## config.mk

```make
export PLATFORM = sky130hd
export DESIGN_NAME = jenkins_feeder
export DESIGN_NICKNAME = d
export VERILOG_FILES = /design/src/rtl/jenkins_feeder.sv
export SDC_FILE = /design/constraint.sdc
export NUM_CORES = 1
export LEC_CHECK = 0
export BUFFER_PORTS_ARGS = -buffer_cell sky130_fd_sc_hd__buf_2
export CORE_ASPECT_RATIO = 1.4
export CORE_MARGIN = 2
export CORE_UTILIZATION = 34
export DETAILED_ROUTE_END_ITERATION = 8
export HOLD_SLACK_MARGIN = 0.06
export PLACE_DENSITY = 0.52
export SLEW_MARGIN = 40
export SYNTH_ARGS = -nofsm -noshare
export SYNTH_HDL_FRONTEND = slang
export SYNTH_SLANG_ARGS = --single-unit
export TNS_END_PERCENT = 5
```

## constraint.sdc

```tcl
create_clock -name clock -period 4.09 [get_ports clock]
set_clock_uncertainty 0.1 [all_clocks]
set_input_delay 1.227 -clock clock [delete_from_list [all_inputs] [get_ports clock]]
set_output_delay 1.227 -clock clock [all_outputs]
set_load 0.1 [all_outputs]
```

## src/rtl/jenkins_feeder.sv

```systemverilog
// Buffers a message byte-by-byte, streams it to a Jenkins hasher and captures the result.
// Optional macro JENKINS_FEEDER_CHARSET_CHECK_EN drops non-alphanumeric bytes and flags err.
module jenkins_feeder #(
    parameter int DEPTH = 16
) (
    input  logic        clock,
    input  logic        reset,
    input  logic        wr_en,
    input  logic [7:0]  wr_data,
    output logic        wr_ready,
    input  logic        start,
    output logic        busy,
    output logic        sample,
    output logic [7:0]  value,
    input  logic        complete,
    input  logic [31:0] hash_in,
    output logic [31:0] hash,
    output logic        done,
    output logic        err
);

    localparam int AW = (DEPTH > 1) ? $clog2(DEPTH) : 1;
    localparam int CW = AW + 1;

    typedef enum logic [1:0] {
        S_IDLE = 2'd0,
        S_SEND = 2'd1,
        S_WAIT = 2'd2
    } state_t;

    state_t          state_q, state_d;
    logic [CW-1:0]   count_q, count_d;
    logic [CW-1:0]   ptr_q, ptr_d;
    logic            sample_q, sample_d;
    logic [7:0]      value_q, value_d;
    logic [31:0]     hash_q, hash_d;
    logic            done_q, done_d;
    logic            err_q, err_d;

    logic [7:0]      mem_q [DEPTH];

    logic            wr_accept;
    logic            byte_ok;
    logic            wr_store;
    logic [CW-1:0]   post_count;
    logic [7:0]      first_byte;

    function automatic logic is_alnum(input logic [7:0] b);
        return ((b >= 8'h61) && (b <= 8'h7A)) ||
               ((b >= 8'h41) && (b <= 8'h5A)) ||
               ((b >= 8'h30) && (b <= 8'h39));
    endfunction

    assign wr_ready = (state_q == S_IDLE) && (count_q < CW'(DEPTH));
    assign busy     = (state_q == S_SEND) || (state_q == S_WAIT);
    assign sample   = sample_q;
    assign value    = value_q;
    assign hash     = hash_q;
    assign done     = done_q;
    assign err      = err_q;

    assign wr_accept = wr_en && wr_ready;
`ifdef JENKINS_FEEDER_CHARSET_CHECK_EN
    assign byte_ok = is_alnum(wr_data);
`else
    assign byte_ok = 1'b1;
`endif
    assign wr_store   = wr_accept && byte_ok;
    assign post_count = count_q + CW'(wr_store);
    // A write landing in the same cycle as start on an empty buffer is the first byte.
    assign first_byte = (count_q == '0) ? wr_data : mem_q[0];

    always_comb begin
        // NOTE: every variable gets a default here so no path leaves it unassigned (no latch).
        state_d  = state_q;
        count_d  = count_q;
        ptr_d    = ptr_q;
        sample_d = 1'b0;
        value_d  = 8'h00;
        hash_d   = hash_q;
        done_d   = 1'b0;
`ifdef JENKINS_FEEDER_CHARSET_CHECK_EN
        err_d    = err_q | (wr_accept && !byte_ok);
`else
        err_d    = 1'b0;
`endif
        case (state_q)
            S_IDLE: begin
                count_d = post_count;
                if (start && (post_count != '0)) begin
                    state_d  = S_SEND;
                    ptr_d    = CW'(1);
                    sample_d = 1'b1;
                    value_d  = first_byte;
                end
            end
            S_SEND: begin
                if (ptr_q == count_q) begin
                    state_d = S_WAIT;
                end else begin
                    sample_d = 1'b1;
                    value_d  = mem_q[ptr_q[AW-1:0]];
                    ptr_d    = ptr_q + CW'(1);
                end
            end
            S_WAIT: begin
                if (complete) begin
                    hash_d  = hash_in;
                    done_d  = 1'b1;
                    count_d = '0;
                    ptr_d   = '0;
                    state_d = S_IDLE;
                end
            end
            default: state_d = S_IDLE;
        endcase
    end

    // NOTE: sequential state uses non-blocking assignments so all flops update together.
    always_ff @(posedge clock) begin
        if (reset) begin
            state_q  <= S_IDLE;
            count_q  <= '0;
            ptr_q    <= '0;
            sample_q <= 1'b0;
            value_q  <= 8'h00;
            hash_q   <= 32'h0;
            done_q   <= 1'b0;
            err_q    <= 1'b0;
        end else begin
            state_q  <= state_d;
            count_q  <= count_d;
            ptr_q    <= ptr_d;
            sample_q <= sample_d;
            value_q  <= value_d;
            hash_q   <= hash_d;
            done_q   <= done_d;
            err_q    <= err_d;
        end
    end

    // NOTE: the byte store is deliberately not reset; count gates every read of it.
    always_ff @(posedge clock) begin
        if (wr_store) begin
            mem_q[count_q[AW-1:0]] <= wr_data;
        end
    end

endmodule

```

# After elaboration in Yosys (flattened, before gate mapping)
# Memory sizes are Yosys's and may differ from the RTL's. A register that Yosys moved wholly into a read port is not among the register bits.
# Index checks and enable logic that the tools add are counted.
# totals
input_bits,45
elab_cells,54
memories,1
ram_bits,128
output_inout_bits,45
register_bits,54
# memory_table
name,words,width,rd,rd_ports_with_merged_regs,write_ports,line_no,text
mem_q,16,8,2,1,1,40,logic [7:0] mem_q [DEPTH];
# op_classes
magnitude_cmp,1
muxes,21
bitwise,1
reduce_logical,14
addsub,2
n_eq_ne,7
# op_table
op,count
$mux W8,3
$pmux W8 S2,1
$mux W5,3
$pmux W5 S3,1
$pmux W5 S2,1
$mux W4,2
$mux W2,3
$pmux W2 S3,1
$add A5 B1 Y5,1
$add A5 B1 Y5 const B,1
$eq A5 B5 Y1,1
$logic_not A5 Y1,1
$lt A5 B5 Y1 const B,1
$mux W1,5
$reduce_bool A5 Y1,1
$ne A2 B1 Y1 const B,2
$ne A2 B2 Y1 const B,2
$reduce_and A2 Y1,2
$reduce_and A4 Y1,1
$logic_and A1 B1 Y1,3
$reduce_and A3 Y1,1
$reduce_bool A3 Y1,1
$eq A2 B1 Y1 const B,1
$eq A2 B2 Y1 const B,1
6 further kinds,6

# Depth between registers and ports, before layout
# depth
word_depth,10
ltp_mapped,14
ltp_nobuf,13

# Least setup slack after synthesis
# OpenSTA, ideal clock, no wires.
# synth_timing
kind,reg2reg
start,register state_q[0]
end,register value_q[6] (netlist: value[6])
path_buffers,2
synth_period_minus_slack_ns,4.182
t_arrival_ns,3.955
required_ns,3.862
slack_ns,-0.092
stages_incl_launch_ff,15
setup_ns,0.128
cell_sequence,dfxtp_1 inv_1 ha_1 inv_1 nor2_1 and2_1 buf_2 ha_1 ha_1 inv_1 o311a_2 o41ai_4 or3_2 buf_2 o22ai_1
# synth_via
elab_chain_len,8
word_cells_on_any_way,9
classes_between,1 x add/sub; 1 x eq/ne; 2 x mux; 5 x reduce/logical
# synth_rtl
item,line_no,text
"start, declared",31,"state_t state_q, state_d;"
"start signal, assigned",131,state_q <= state_d;
$logic_not A2 Y1,54,assign wr_ready = (state_q == S_IDLE) && (count_q < CW'(DEPTH));
$logic_and A1 B1 Y1,54,
via wr_ready,10,"output logic wr_ready,"
$logic_and A1 B1 Y1,62,assign wr_accept = wr_en && wr_ready;
$add A5 B1 Y5,69,assign post_count = count_q + CW'(wr_store);
$reduce_bool A5 Y1,90,if (start && (post_count != '0)) begin
$logic_and A1 B1 Y1,90,
$mux W8,90,
$pmux W8 S2,87,case (state_q)
"end signal, assigned",135,value_q <= value_d;
"end, declared",35,"logic [7:0] value_q, value_d;"
# The timed path passes the listed nets, and every way through them passes these cells.
# A chain may end at the register's enable or synchronous reset.

# Worst setup path in the final report
# layout_timing
start,register state_q[0]
end,register ptr_q[0]
# layout_via
elab_chain_len,8
word_cells_on_any_way,14
classes_between,1 x add/sub; 5 x eq/ne; 1 x mux; 7 x reduce/logical
# layout_rtl
item,line_no,text
$logic_not A2 Y1,"54, 87",
$logic_and A1 B1 Y1,54,
$logic_and A1 B1 Y1,62,
$add A5 B1 Y5,69,
$reduce_bool A5 Y1,90,
$logic_and A1 B1 Y1,90,
$ne A2 B1 Y1 (no source line),n/a,
$reduce_and A4 Y1 (no source line),n/a,
"end signal, assigned",133,ptr_q <= ptr_d;
"end, declared",33,"logic [CW-1:0] ptr_q, ptr_d;"
# Several ways; a longest one is shown, not always the timed one.

==> flow_summary.yaml <==
outcome:
  status: "finished clean"
die:
  die_x_um: 129
  start_util: 0.344
  boundaryPins: 90
  fp.dieH_um: 179
  die-area_um2: 23100
  core_area_um2: 21600
  rows: 64
synth:
  yosysWarnings: 0
  synth_edf_count: 128
  avgSynthCellArea_um2: 14.9
  synth_area_um2: 7430
  seq_area_frac_synth: 0.674
  netlist_instances: 498
  ys_types: 46
  synthFlopType: "edfxtp_1"
  async_flop_share: 0
  synthesis.nets: 551
  ys_ff_latch: 186
setup_path:
  critPathMaxFanout: 7
  cp.arrival_ns: 3.54
  cpPeakStageDelay_ns: 0.40
  critical_path.cell_chain: "inv_1 > ha_1 > inv_1 > nor2_2 > and2_1 > ha_1 > ha_1 > inv_1 > o311a_2 > o41ai_4 > a21boi_2 > mux2i_1 > nor2_1"
  crit_type: "reg2reg"
  cp-start-kind: "flop"
  cp_slowest_cell: "o311a_2"
  worstPathRequired_ns: 4.29
  cp-end-kind: "flop"
placed_design:
  dp_hpwl_um: 11400
  dp_slack_ns: 0.493
  dp_cells: 829
  port_buffers: 88
  gp_congestion: 0.751
  post_dp_cell_area_um2: 8130
global_routing:
  grt_pass1_wl_um: 26000
  grt_max_degree: 50
  grt_pass1_vias: 4659
  grt_overflow: 0
  antenna_found_initial: 0
  track_usage: 0.152
power_and_ir_drop:
  power.density_nw_per_um2: 608
  peakVddDrop_v: 0.000271
  p_leak_nw: 3.15
sta:
  slew_headroom: 0.440
  whs_ns: 0.357
  fin_ws_ns: 0.753
  tightest_slew_ns: 0.837
  finalSetupViolCount: 0
  fmax_mhz: 300
  rsz0062_at_grt: "no"
  period_minus_slack_ns: 3.34
  period_share: 0.816
  setup_tns_ns: 0
  hold_viol: 0
  drv_slew: 0
finish:
  fillers: 1984
  regArea_um2: 5010
  stdcell_count: 862
  area_growth_pct: 18.1
  multi_input_comb_area_um2: 2220
  drive_gt1_frac: 0.319
  stdcell_area_um2: 8770
  diodes: 0
  fin_nets: 638
cts:
  tritoncts.num_buffers: 17
  clk_path_buf_depth: 2
  clock-sinks: 186
  cts_htree_levels: 4
  clk_latency_ns: 0.42
  cts_resized: 0
  cts-root-buf: "clkbuf_16"
  tritoncts: "done"
  post_cts_buffers: 0
  clk_pin_slew_worst_paths_ns: 0.07
  hold_buffers: 0
routing:
  ant_nets: 0
  first_iter_violations: 284
  remaining_drc_errors: 0
  wl_per_cell_um: 19.1
  viasPerCell: 5.06
  vias: 4363
  wl_um: 16500
  first_pass_iters: 6
worst_hold_path:
  worstHoldPathType: "reg2reg"
flow_run:
  drv_cap: 0
## layer usage
metal	vias up	share of wire	GRT usage
met4	0	0.012	0.0480
met3	13	0.040	0.0349
met5	-	0	0
met1	2230	0.41	0.172
met2	100	0.54	0.281
li1	2020	-	-
## cells in the mapped netlist, drive strengths merged (3+ instances only)
| master | number | share of area |
|---|---|---|
| dfxtp | 58 | 0.16 |
| nand2b | 7 | 0.0079 |
| or2 | 5 | 0.0042 |
| mux4 | 40 | 0.12 |
| clkbuf | 13 | 0.0066 |
| or3 | 4 | 0.0035 |
| a21oi | 43 | 0.029 |
| nor2 | 27 | 0.015 |
| xor2 | 6 | 0.0071 |
| edfxtp | 128 | 0.52 |
| o21ai | 3 | 0.0020 |
| buf | 19 | 0.015 |
| ha | 8 | 0.013 |
| o22ai | 8 | 0.0067 |
| inv | 13 | 0.0066 |
| mux2i | 10 | 0.013 |
| nand2 | 71 | 0.036 |
| nand3 | 6 | 0.0040 |
| a21o | 4 | 0.0040 |
## critical path: cells and delay by family (launching register included)
family / cells / cell delay [ns]
compound gates: 3 / 0.98
fa+ha+maj: 3 / 0.78
buf+inv: 3 / 0.35
flops: 1 / 0.34
mux: 1 / 0.22
simple gates: 3 / 0.44
## power by group
group | internal, mW | total, mW | switching (mW)
clock network | 1.05 | 1.76 | 0.708
registers | 2.13 | 2.24 | 0.109
logic | 0.440 | 1.34 | 0.898
total | 3.62 | 5.34 | 1.71
## placed cells by master, fill, tap and decap left out, types with 5 or more instances in the layout
cell type / count
edfxtp_1: 128
buf_2: 87
nand2_1: 70
dfxtp_1: 57
a21oi_1: 42
mux4_2: 40
nor2_1: 23
clkbuf_16: 17
inv_1: 13
buf_4: 13
mux2i_1: 10
o22ai_1: 8
ha_1: 8
nand3_1: 6
xor2_1: 6
nand2b_1: 5
## area by class of cell
type,count,area share
multi-input combinational,267,0.253
inverter,13,0.00556
tap,264,0.0376
clock inverter,12,0.0214
sequential,186,0.571
timing repair buffer,100,0.0607
clock buffer,20,0.0509
## metrics by stage
stage	power, mW	util
floorplan	3.36	-
global placement	3.59	0.376
detailed placement	3.62	0.376
CTS	5.38	0.405
global route	5.55	0.406
finish	5.34	0.406
## logic make-up after synthesis
| kind of cell | after synthesis | share of synthesized area |
|---|---|---|
| flip-flops | 186 | 0.674 |
| AND/OR/NAND/NOR | 131 | 0.0820 |
| AO/OA/AOI/OAI | 70 | 0.0586 |
| multiplexers | 50 | 0.135 |
| buffers and inverters | 45 | 0.0286 |
| adder cells (fa/ha/maj) | 8 | 0.0135 |
| XOR/XNOR | 7 | 0.00825 |
| other | 1 | 0.000505 |
## flip-flops by register name, indices dropped and copies added, names as in the netlist, named ones only
register  count
sample        1
value         8
count_q       5
state_q       2
done          1
ptr_q         5
mem_q       128
hash         32
## path summary, 6_finish.rpt
path | startpoint | to | slack, ns | cells past startpoint
worst min register to register | hash[7] | hash[7] | 0.36 | 2
worst min-delay path | hash[7] | hash[7] | 0.36 | 2
worst max-delay path | state_q[0] | ptr_q[0] | 0.75 | 13
worst max register to register | state_q[0] | ptr_q[0] | 0.75 | 13
Power figures use the tool's default switching activity.
